===== src/rtl/encoder_pkg.sv =====
// Shared definitions for the instruction encoder/loader: instruction classes,
// RV32I opcodes (same values the decoder matches), the NOP word, the loader
// FSM states and an immediate range helper.
package encoder_pkg;

    typedef enum logic [3:0] {
        CLS_R      = 4'd0,
        CLS_IALU   = 4'd1,
        CLS_LOAD   = 4'd2,
        CLS_STORE  = 4'd3,
        CLS_BRANCH = 4'd4,
        CLS_LUI    = 4'd5,
        CLS_AUIPC  = 4'd6,
        CLS_JAL    = 4'd7,
        CLS_JALR   = 4'd8
    } instr_class_e;

    localparam logic [6:0] OPC_R      = 7'b0110011;
    localparam logic [6:0] OPC_IALU   = 7'b0010011;
    localparam logic [6:0] OPC_LOAD   = 7'b0000011;
    localparam logic [6:0] OPC_STORE  = 7'b0100011;
    localparam logic [6:0] OPC_BRANCH = 7'b1100011;
    localparam logic [6:0] OPC_LUI    = 7'b0110111;
    localparam logic [6:0] OPC_AUIPC  = 7'b0010111;
    localparam logic [6:0] OPC_JAL    = 7'b1101111;
    localparam logic [6:0] OPC_JALR   = 7'b1100111;

    // addi x0, x0, 0
    localparam logic [31:0] NOP = 32'h0000_0013;

    typedef enum logic [1:0] {
        ST_IDLE = 2'd0,
        ST_LOAD = 2'd1,
        ST_DONE = 2'd2
    } enc_state_e;

    // True when v, read as a signed value, fits in a bits-wide two's complement field.
    function automatic logic fits_signed(input logic [31:0] v, input int bits);
        logic signed [31:0] lim;
        lim = 32'sd1 <<< (bits - 1);
        return ($signed(v) >= -lim) && ($signed(v) < lim);
    endfunction

endpackage


===== src/rtl/instr_pack.sv =====
// Combinational descriptor -> RV32I instruction word packer.
// With ENCODER_RANGE_CHECK_EN defined, range_err flags immediates that do not
// fit their field and unknown classes; otherwise range_err is tied low and
// out-of-range immediates are silently truncated.
module instr_pack
    import encoder_pkg::*;
(
    input  logic [3:0]  cls,
    input  logic [4:0]  rd,
    input  logic [4:0]  rs1,
    input  logic [4:0]  rs2,
    input  logic [2:0]  funct3,
    input  logic        alt,
    input  logic [31:0] imm,
    output logic [31:0] word,
    output logic        range_err
);

    logic is_shift;
    assign is_shift = (funct3 == 3'b001) || (funct3 == 3'b101);

    // Place each field where the decoder extracts it; unused fields stay zero.
    always_comb begin
        word = NOP;
        case (cls)
            CLS_R:      word = {1'b0, alt, 5'b0, rs2, rs1, funct3, rd, OPC_R};
            CLS_IALU:   word = is_shift ? {1'b0, alt, 5'b0, imm[4:0], rs1, funct3, rd, OPC_IALU}
                                        : {imm[11:0], rs1, funct3, rd, OPC_IALU};
            CLS_LOAD:   word = {imm[11:0], rs1, funct3, rd, OPC_LOAD};
            CLS_STORE:  word = {imm[11:5], rs2, rs1, funct3, imm[4:0], OPC_STORE};
            CLS_BRANCH: word = {imm[12], imm[10:5], rs2, rs1, funct3, imm[4:1], imm[11], OPC_BRANCH};
            CLS_LUI:    word = {imm[31:12], rd, OPC_LUI};
            CLS_AUIPC:  word = {imm[31:12], rd, OPC_AUIPC};
            CLS_JAL:    word = {imm[20], imm[10:1], imm[11], imm[19:12], rd, OPC_JAL};
            CLS_JALR:   word = {imm[11:0], rs1, 3'b000, rd, OPC_JALR};
            default:    word = NOP;
        endcase
    end

`ifdef ENCODER_RANGE_CHECK_EN
    // Flag immediates that the packed field cannot represent exactly.
    always_comb begin
        range_err = 1'b0;
        case (cls)
            CLS_R:      range_err = 1'b0;
            CLS_IALU:   range_err = is_shift ? (imm[31:5] != '0) : !fits_signed(imm, 12);
            CLS_LOAD,
            CLS_STORE,
            CLS_JALR:   range_err = !fits_signed(imm, 12);
            CLS_BRANCH: range_err = !fits_signed(imm, 13) || imm[0];
            CLS_JAL:    range_err = !fits_signed(imm, 21) || imm[0];
            CLS_LUI,
            CLS_AUIPC:  range_err = (imm[11:0] != 12'd0);
            default:    range_err = 1'b1;
        endcase
    end
`else
    assign range_err = 1'b0;
`endif

endmodule


===== src/rtl/instr_encoder_loader.sv =====
// Instruction encoder/loader: accepts decoded RV32I descriptors on a
// valid/ready stream, packs them into instruction words and writes them to
// consecutive instruction-memory addresses starting at BASE_ADDR.
// Optional immediate range checking is enabled by ENCODER_RANGE_CHECK_EN.
//
// Handshake: a descriptor transfers on a rising clk edge where in_valid and
// in_ready are both high; in_ready does not depend on in_valid, and the
// source holds its fields stable while in_valid is high and in_ready is low.
module instr_encoder_loader
    import encoder_pkg::*;
#(
    parameter int          ADDR_W    = 8,
    parameter int unsigned BASE_ADDR = 0
) (
    input  logic              clk,
    input  logic              rst,
    input  logic              start,
    input  logic              in_valid,
    output logic              in_ready,
    input  logic [3:0]        in_class,
    input  logic [4:0]        in_rd,
    input  logic [4:0]        in_rs1,
    input  logic [4:0]        in_rs2,
    input  logic [2:0]        in_funct3,
    input  logic              in_alt,
    input  logic [31:0]       in_imm,
    input  logic              in_last,
    output logic              mem_we,
    output logic [ADDR_W-1:0] mem_addr,
    output logic [31:0]       mem_wdata,
    output logic              busy,
    output logic              done,
    output logic [ADDR_W:0]   count,
    output logic              err
);

    localparam int                DEPTH    = 2 ** ADDR_W;
    localparam logic [ADDR_W-1:0] BASE_PTR = ADDR_W'(BASE_ADDR);
    localparam logic [ADDR_W+1:0] DEPTH_W  = (ADDR_W + 2)'(DEPTH);
    localparam logic [ADDR_W:0]   LAST_CNT = (ADDR_W + 1)'(DEPTH - 1);

    enc_state_e        state, state_n;
    logic [ADDR_W-1:0] ptr;
    logic              pend;
    logic [31:0]       pend_word;
    logic              pend_last;
    logic              pend_rerr;
    logic [31:0]       word;
    logic              range_err;
    logic              accept;
    logic              write_end;
    logic [ADDR_W+1:0] fill;

    instr_pack u_pack (
        .cls       (in_class),
        .rd        (in_rd),
        .rs1       (in_rs1),
        .rs2       (in_rs2),
        .funct3    (in_funct3),
        .alt       (in_alt),
        .imm       (in_imm),
        .word      (word),
        .range_err (range_err)
    );

    // Words written plus the one waiting to be written bound further accepts.
    assign fill      = {1'b0, count} + {{(ADDR_W + 1){1'b0}}, pend};
    assign accept    = in_valid && in_ready;
    // The session ends with the write of a last descriptor or the one that fills memory.
    assign write_end = pend && (pend_last || (count == LAST_CNT));

    assign mem_we    = pend;
    assign mem_addr  = ptr;
    assign mem_wdata = pend ? pend_word : 32'd0;

    // FSM state register.
    always_ff @(posedge clk or posedge rst) begin
        if (rst) state <= ST_IDLE;
        else     state <= state_n;
    end

    // Next state and handshake/status outputs.
    always_comb begin
        state_n  = state;
        in_ready = 1'b0;
        busy     = 1'b0;
        done     = 1'b0;
        case (state)
            ST_IDLE: begin
                if (start) state_n = ST_LOAD;
            end
            ST_LOAD: begin
                busy     = 1'b1;
                in_ready = !(pend && pend_last) && (fill < DEPTH_W);
                if (write_end) state_n = ST_DONE;
            end
            ST_DONE: begin
                busy    = 1'b1;
                done    = 1'b1;
                state_n = ST_IDLE;
            end
            default: state_n = ST_IDLE;
        endcase
    end

    // Write pointer, counters, error flag and the one-deep write register.
    always_ff @(posedge clk or posedge rst) begin
        if (rst) begin
            ptr       <= BASE_PTR;
            count     <= '0;
            err       <= 1'b0;
            pend      <= 1'b0;
            pend_word <= 32'd0;
            pend_last <= 1'b0;
            pend_rerr <= 1'b0;
        end else begin
            if (state == ST_IDLE && start) begin
                ptr   <= BASE_PTR;
                count <= '0;
                err   <= 1'b0;
            end
            if (pend) begin
                ptr   <= ptr + 1'b1;
                count <= count + 1'b1;
                if (pend_rerr || (count == LAST_CNT && !pend_last)) err <= 1'b1;
            end
            pend <= accept;
            if (accept) begin
                pend_word <= word;
                pend_last <= in_last;
                pend_rerr <= range_err;
            end
        end
    end

endmodule


===== config.mk =====
export PLATFORM = sky130hd
export DESIGN_NAME = instr_encoder_loader
export DESIGN_NICKNAME = d
export VERILOG_FILES = /design/src/rtl/encoder_pkg.sv /design/src/rtl/instr_pack.sv /design/src/rtl/instr_encoder_loader.sv
export SDC_FILE = /design/constraint.sdc
export NUM_CORES = 1
export LEC_CHECK = 0
export BUFFER_PORTS_ARGS = -buffer_cell sky130_fd_sc_hd__buf_2
export CORE_MARGIN = 2
export CORE_UTILIZATION = 48
export CTS_CLUSTER_SIZE = 14
export DETAILED_ROUTE_END_ITERATION = 10
export PLACE_DENSITY_LB_ADDON = 0.12
export SYNTH_ARGS = -nofsm -noshare
export SYNTH_HDL_FRONTEND = slang
export SYNTH_SLANG_ARGS = --single-unit

===== constraint.sdc =====
create_clock -name clk -period 4.7 [get_ports clk]
set_clock_uncertainty 0.2 [all_clocks]
set_input_delay 0.47 -clock clk [delete_from_list [all_inputs] [get_ports clk]]
set_output_delay 0.47 -clock clk [all_outputs]
set_load 0.01 [all_outputs]

After elaboration in Yosys (flattened, before gate mapping)
Index checks and enable logic that the tools add are counted.
{"block": "op_classes", "reduce_logical": 15, "mux": 16, "add_sub_neg": 3, "eq_ne": 15, "order_cmp": 1}
{"cell": "$pmux 32 s9", "count": 1}
{"cell": "$mux 32", "count": 2}
{"cell": "$mux 9", "count": 2}
{"cell": "$eq 4x3->1 const B", "count": 4}
{"cell": "$mux 8", "count": 2}
{"cell": "$add 9x1->10", "count": 1}
{"cell": "$lt 10x9->1 const B", "count": 1}
{"cell": "$add 9x1->9 const B", "count": 1}
{"cell": "$eq 9x8->1 const B", "count": 1}
{"cell": "$add 8x1->8 const B", "count": 1}
{"cell": "$eq 4x2->1 const B", "count": 2}
{"cell": "$logic_and 1x1->1", "count": 6}
{"cell": "$mux 1", "count": 6}
{"cell": "$eq 4x1->1 const B", "count": 1}
{"cell": "$eq 4x4->1 const B", "count": 1}
{"cell": "$logic_not 4->1", "count": 1}
{"cell": "$mux 2", "count": 2}
{"cell": "$ne 2x2->1 const B", "count": 2}
{"cell": "$pmux 2 s2", "count": 1}
{"cell": "$eq 3x1->1 const B", "count": 1}
{"cell": "$eq 3x3->1 const B", "count": 1}
{"cell": "$eq 2x1->1 const B", "count": 1}
{"cell": "$eq 2x2->1 const B", "count": 1}
{"cell": "$logic_not 1->1", "count": 2}
{"cell": "5 further kinds", "count": 6}
{"block": "totals", "register_bits": 54, "out_inout_bits": 54, "word_cells": 57, "in_bits": 60}

Logic depth before layout (Yosys ltp)
Gate-level depths: netlist of run 1.
{"block": "logic_depth", "ltp_word": 5, "ltp_mapped": 8, "mapped_depth_nobuf": 8}

Hierarchy
A second synthesis of run 1 with hierarchy kept.
{"block": "unflattened", "hier_cells": 344, "area_unflattened_um2": 3585.9}
{"module": "instr_encoder_loader", "seq_area_each_um2": 1376.3, "cells_each": 221, "area_each_um2": 2735.1, "instances": 1}
{"module": "instr_pack", "seq_area_each_um2": 0.0, "cells_each": 123, "area_each_um2": 850.8, "instances": 1}

Worst setup path after synthesis of run 1
Ideal clock, no wire load.
{"block": "synth_path", "path_type": "reg2out", "startpoint": "register pend, in the netlist mem_we", "endpoint": "output port mem_wdata[1]", "required_time_ps": 4030, "t_arrival_ps": 1334, "path_buffers": 4, "path_stages_with_launch": 6, "path_slack_ps": 2696, "path_cell_list": "dfrtp_1 -> buf_4 -> clkbuf_1 -> clkbuf_1 -> and2_1 -> buf_4"}
{"block": "synth_via", "elab_chain_len": 1}
{"item": "start: declaration", "line": "instr_encoder_loader.sv:44", "source": "logic pend;"}
{"item": "start signal: assignment", "line": "instr_encoder_loader.sv:127", "source": "pend <= accept;"}
{"item": "$mux 32", "line": "instr_encoder_loader.sv:74", "source": "assign mem_wdata = pend ? pend_word : 32'd0;"}
{"item": "end: declaration", "line": "instr_encoder_loader.sv:30", "source": "output logic [31:0] mem_wdata,"}
No other way between the ends.

Final worst setup path of run 1
{"block": "layout_path", "startpoint": "register pend, in the netlist mem_we", "endpoint": "register pend_word[27]"}
{"block": "layout_via", "elab_chain_len": 5, "word_cells_on_any_way": 7, "cone_classes": "1 x add/sub; 1 x order compare; 1 x mux; 4 x reduce/logical"}
{"item": "$add 9x1->10 or $logic_and 1x1->1 (tied branches)", "line": "instr_encoder_loader.sv:67, instr_encoder_loader.sv:94"}
{"item": "$lt 10x9->1 or $logic_not 1->1 (tied branches)", "line": "instr_encoder_loader.sv:94", "source": "in_ready = !(pend && pend_last) && (fill < DEPTH_W);"}
{"item": "$logic_and 1x1->1 *", "line": "instr_encoder_loader.sv:94"}
{"item": "$mux 1 *", "line": "instr_encoder_loader.sv:88", "source": "case (state)"}
{"item": "$logic_and 1x1->1 *", "line": "instr_encoder_loader.sv:68", "source": "assign accept = in_valid && in_ready;"}
{"item": "named net accept", "line": "instr_encoder_loader.sv:50", "source": "logic accept;"}
{"item": "end signal: assignment", "line": "instr_encoder_loader.sv:129", "source": "pend_word <= word;"}
{"item": "end: declaration", "line": "instr_encoder_loader.sv:45", "source": "logic [31:0] pend_word;"}
Mark *: on every way through the listed nets, which the timed path passes. The rest lies on a longest branch.
A chain may end at the register's enable or synchronous reset.

==> impl_results.md, run 1 <==
- Post-synth EDFFs: 0
- Slew Viols, Final: 0
- Reg clk slew, reported paths: 100 ps
- Post-synthesis sequential area ratio: 0.408
- Antenna-violating nets left: 0
- Synth Flop Type: dfrtp_1
- Hold Fails Final Rpt: 0
- Pwr per Cell Area: 415 nW/um^2
- Relative slew slack: 0.263
- Vias in the first global route: 2,700
- Yosys top cell by area: dfrtp_1
- Count leader, synth: nand2_1
- H-tree depth reported by CTS: 2
- All-Layer GR Usage: 0.215
- Dpl hpwl: 5810 microns
- DRC: 0
- Initial antenna violation count: 0
- Critical path class: flip-flop to flip-flop
- 1st-iter DRT viols: 159
- Net count, final: 519
- Hold crit path type: input port to flip-flop
- PnR worst setup slack: 2390 ps
- Worst-path cell chain: buf_4, nand2_1, and3_1, nand3_4, inv_4, o21ai_4, o21ai_1
- GRT overflow: 0
- #FFs+latches synth: 53
- Mapped Area: 3250 sq um
- Area growth from synthesis to layout: 20.2%
- Max incr delay on CP: 420 ps
- Setup TNS: 0 ps
- Largest net degree at the start of global routing: 54
- CTS resizes: 0
- CTS tree: built
- CTS root buf: clkbuf_8
- Post-Syn Nets: 418
- Clock latency on the worst-skew pair: 310 ps
- Post-synth top cells: nand2_1, dfrtp_1, and2_1
- Max-cap violations: 0
- Die width: 86.2 microns
- Total core area: 6460 sq um
- Leak pwr: 1.93 nW
- Crit share post-route: 0.492
- Worst path buffer plus inverter count: 2
- Ys Warns: 0
- Post-Syn Instances: 350
- Setup Buffers After CTS: 0
- Die Ht: 86.2 microns
- Critical Path RT: 4740 ps
- Slowest-stage cell, CP: nand3_4
- Largest cells by area after synthesis: dfrtp_1, nand2_1, and2_1
- Startpoint types: flip-flop
- Max Buffers Root-to-Sink: 2
- Die area: 7440 sq um
- Status: completed
- Crit end category: flip-flop
- Critical path peak fanout: 45
- Top-area cell type share of the netlist area: 0.408
- Via count: 2,944
- Setup Viol. Count Final: 0
- Via-to-Cell Ratio: 5.57
- Total CTS buffers: 5
- Diode count: 0
- First-pass GRT wire length: 12,800 microns
- RSZ-0062 raised after global routing: false
- Pre-CTS worst setup slack: 2240 ps
- Cts hold-fix bufs: 0
- Iteration count of the initial detailed-routing pass: 4
- CP top delay family: simple AND/OR/NAND/NOR gates
- Clock sink count: 53
- Layout cells sized above 1: 0.332
- Routed WL: 7940 microns
- IO Port Bufs: 113
- Post-synth ARST share: 1.00
- Min Tclk post-route: 2310 ps
- Site Rows: 29
- Fill cells: 595
- GP Congestion: 0.820
- Ports: 114
- CP arrival: 2350 ps
- Synth Area per Inst: 9.28 sq um
- Initial Util: 0.503
- Routed WL per cell: 15.0 microns
- Fmax: 432 MHz
- Worst slew pin tran: 1100 ps
- Max IR drop VDD: 0.186 mV
- Yosys cell types: 55
registers in the layout (all words and copies together) (netlist names):
| signal | cells |
|---|---|
| mem_addr | 8 |
| err | 1 |
| pend_last | 1 |
| count | 9 |
| state | 2 |
| pend_word | 31 |
| mem_we | 1 |
cell type report:
class / count / area, sq um / area share
multi-input combinational: 266 / 1750 / 0.448
sequential: 53 / 1330 / 0.340
timing repair buffer: 114 / 573 / 0.147
tap: 77 / 96.3 / 0.0247
clock buffer: 5 / 68.8 / 0.0176
clock inverter: 3 / 46.3 / 0.0119
inverter: 11 / 43.8 / 0.0112
power by group:
part	leakage [nW]	internal (mW)	switching (mW)	total, mW
clock network	0.0543	0.160	0.159	0.318
registers	0.701	0.610	0.0894	0.699
logic	1.18	0.241	0.361	0.602
metrics by stage:
step / instances / hold slack, ps / instance area (sq um) / power, mW / utilization
3_5_place_dp: 521 / 252 / 3790 / 1.32 / 0.586
2_1_floorplan: 350 / 226 / 3250 / 1.13 / -
5_1_grt: 529 / 166 / 3900 / 1.75 / 0.604
6_report: 529 / 152 / 3900 / 1.62 / 0.604
3_3_place_gp: 521 / 244 / 3790 / 1.29 / 0.586
4_1_cts: 529 / 151 / 3900 / 1.63 / 0.604
layer usage:
layer	routed length, microns	part of all wire	GRT usage	vias to the layer above
li1	-	-	-	1451
met1	3460	0.44	0.290	1391
met2	3930	0.49	0.361	92
met3	437	0.055	0.0381	10
met4	113	0.014	0.0511	0
met5	0	0	0	-
final timing paths:
check                                   from  slack [ps]  cells past startpoint            end
worst min-delay path                 in_last         150                      3      pend_last
worst max-delay path                  mem_we        2390                      7  pend_word[27]
min in group asynchronous                rst         240                      2       state[1]
worst max register to register        mem_we        2390                      7  pend_word[27]
worst min register to register  pend_word[1]         270                      1   pend_word[1]
max in group asynchronous                rst        3390                      2            err
tightest hold or removal path, stage by stage:
cell and delay (ps):
buf_2 80, nand2_1 40, nand2_1 50
cell usage in the layout (no fill, tap or decap), drive strengths merged, types with 2 or more instances in the layout:
cell type / n
nand2b: 2
clkinv: 2
o21ai: 47
nor3: 3
o31ai: 6
a21o: 3
clkbuf: 5
xnor2: 2
xor2: 2
a31oi: 2
a21oi: 13
dfrtp: 53
o211ai: 2
and2: 34
nand2: 57
a311oi: 2
buf: 114
and3: 3
a22o: 7
nand3: 13
nor2b: 2
a221oi: 6
nand4: 4
a22oi: 15
a2bb2oi: 2
mux2: 4
mux2i: 7
nor2: 10
ha: 8
inv: 10
logic make-up after synthesis:
kind of cell               synth area share
adders and majority gates            0.0339
muxes                                0.0355
buffers and inverters                0.0536
DFF                                   0.408
and+or+nand+nor                       0.212
AOI/OAI and AO/OA                     0.246
xor gates and xnor gates             0.0108
Power figures use the tool's default switching activity.
==> run 2: changes to the inputs <==
==> constraint.sdc (replaced) <==
create_clock -name clk -period 2.3 [get_ports clk]
set_clock_uncertainty 0.2 [all_clocks]
set_input_delay 0.23 -clock clk [delete_from_list [all_inputs] [get_ports clk]]
set_output_delay 0.23 -clock clk [all_outputs]
set_load 0.01 [all_outputs]
==> run 2 against run 1 <==
Compared with the run above:
- worst hold slack got worse by 150 ps
- die area did not move
- clock-buffer cell count did not move
- sequential share of layout area fell by 0.72 points
- clock power rose by 62%
- combinational power rose by 110%
- routed wire length fell by 1.9%
- fmax rose by 15%
- critical endpoint unchanged
- highest routed layer unchanged
==> impl_results.md, run 2 (synthesis results as in run 1) <==
- Max incr delay on CP: 450 ps
- Total CTS buffers: 5
- Via count: 2,959
- Site Rows: 29
- First-pass GRT wire length: 12,700 microns
- Hold depth: 3
- 1st-iter DRT viols: 159
- H-tree depth reported by CTS: 2
- Crit end category: flip-flop
- Worst Setup SP: count[4]
- CTS resizes: 0
- Most common cell after layout, fill and taps aside: buf_2
- Initial antenna violation count: 0
- Layout cells sized above 1: 0.338
- Worst slew pin tran: 776 ps
- Max Buffers Root-to-Sink: 2
- Hold crit path type: input port to flip-flop
- Diode count: 0
- Reg clk slew, reported paths: 90 ps
- Critical Path RT: 2270 ps
- Setup TNS: 0 ps
- Pwr per Cell Area: 802 nW/um^2
- Routed WL per cell: 14.4 microns
- Critical path class: flip-flop to flip-flop
- Die Ht: 86.2 microns
- DRC: 0
- Slew Viols, Final: 0
- Area growth from synthesis to layout: 22.7%
- GP Congestion: 0.809
- Leak pwr: 1.98 nW
- Relative slew slack: 0.483
- Min Tclk post-route: 2010 ps
- Critical path peak fanout: 24
- Net count, final: 532
- Most frequent cells in the layout: buf_2, nand2_1, dfrtp_1, and2_1, o21ai_0
- Slowest-stage cell, CP: dfrtp_1
- WHS: 5.12 ps
- Worst path buffer plus inverter count: 1
- Vias in the first global route: 2,715
- Met1 GRT Util: 0.294
- Max reg flops: 31
- CP top delay family: simple AND/OR/NAND/NOR gates
- Largest net degree at the start of global routing: 54
- RSZ-0062 raised after global routing: false
- Setup Viol. Count Final: 0
- Worst-path cell chain: nand4_1, or3_4, nand3_4, inv_4, o21ai_4, o21ai_1
- Routed WL: 7790 microns
- Reg with most FFs: pend_word
- Initial Util: 0.503
- Pwr Total: 3.20 mW
- Status: completed
- M3 GR Usage: 0.0371
- Max-cap violations: 0
- Clock latency on the worst-skew pair: 300 ps
- Setup Buffers After CTS: 0
- Startpoint types: flip-flop
- Critical R2R Launch: count[4]
- Crit share post-route: 0.873
- All-Layer GR Usage: 0.212
- HP Start: in_imm[9]
- Total core area: 6460 sq um
- Max IR drop VDD: 0.404 mV
- Hold Fails Final Rpt: 0
- CP arrival: 1980 ps
- Via-to-Cell Ratio: 5.46
- Cts hold-fix bufs: 6
- Worst Reg-to-Reg Cells: 6
- Iteration count of the initial detailed-routing pass: 5
- Fill cells: 606
- CTS tree: built
- Top Usage Layer GRT: met2
- Die width: 86.2 microns
- GRT overflow: 0
- CTS root buf: clkbuf_8
- Dpl hpwl: 5920 microns
- Ports: 114
- Cell depth of the worst setup path: 6
- Met2 Use GR: 0.352
- Clock sink count: 53
- IO Port Bufs: 113
- Fmax: 498 MHz
- Die area: 7440 sq um
- Antenna-violating nets left: 0
-- run 2: cell count changes in the layout (fill, tap and decap cells not counted) --
cell           previous run  this run
buf_4                     1         8
clkinv_4                  1         0
dlygate4sd3_1             0         6
bufinv_16                 1         0
clkinv_2                  0         2
-- run 2: through the flow --
step           setup WS, ps  utilization  area [sq um]  std cells
2_1_floorplan           480            -          3250        350
3_3_place_gp            246        0.594          3840        528
3_5_place_dp            237        0.594          3840        528
4_1_cts                 264        0.617          3990        542
5_1_grt                 117        0.617          3990        542
6_report                292        0.617          3990        542
-- run 2: power by group --
part / switching, mW / internal [mW] / leakage, nW / total, mW
Sequential: 0.182 / 1.25 / 0.701 / 1.43
Clock: 0.304 / 0.211 / 0.0439 / 0.515
Combinational: 0.736 / 0.517 / 1.24 / 1.25
Total: 1.22 / 1.98 / 1.98 / 3.20
-- run 2: worst reg2reg max path, delay by kind of cell (launching register included) --
family | cells | cell delay, ps
simple gates | 3 | 760
flops | 1 | 450
compound gates | 2 | 390
buf+inv | 1 | 90
-- run 2: area by class of cell --
type                    instances  area, sq um  area share
repair buffers                127          686       0.172
clock inverters                 3         17.5     0.00440
multi-input cells             266         1750       0.438
inverters                      11         43.8      0.0110
flip-flops and latches         53         1330       0.333
well taps                      77         96.3      0.0242
clock buffers                   5         68.8      0.0173
-- run 2: worst paths after layout --
path	endpoint	slack, ps
min	pend_word[29]	5
min reg2reg	pend_word[8]	280
max	pend_word[27]	290
max reg2reg	pend_word[27]	290
max in group asynchronous	pend_word[22]	1010
min in group asynchronous	pend_word[1]	430
-- run 2: per-layer routing --
layer / routed length, microns / share of wire
met1: 3400 / 0.44
met4: 46 / 0.0059
met5: 0 / 0
met3: 490 / 0.063
met2: 3850 / 0.49
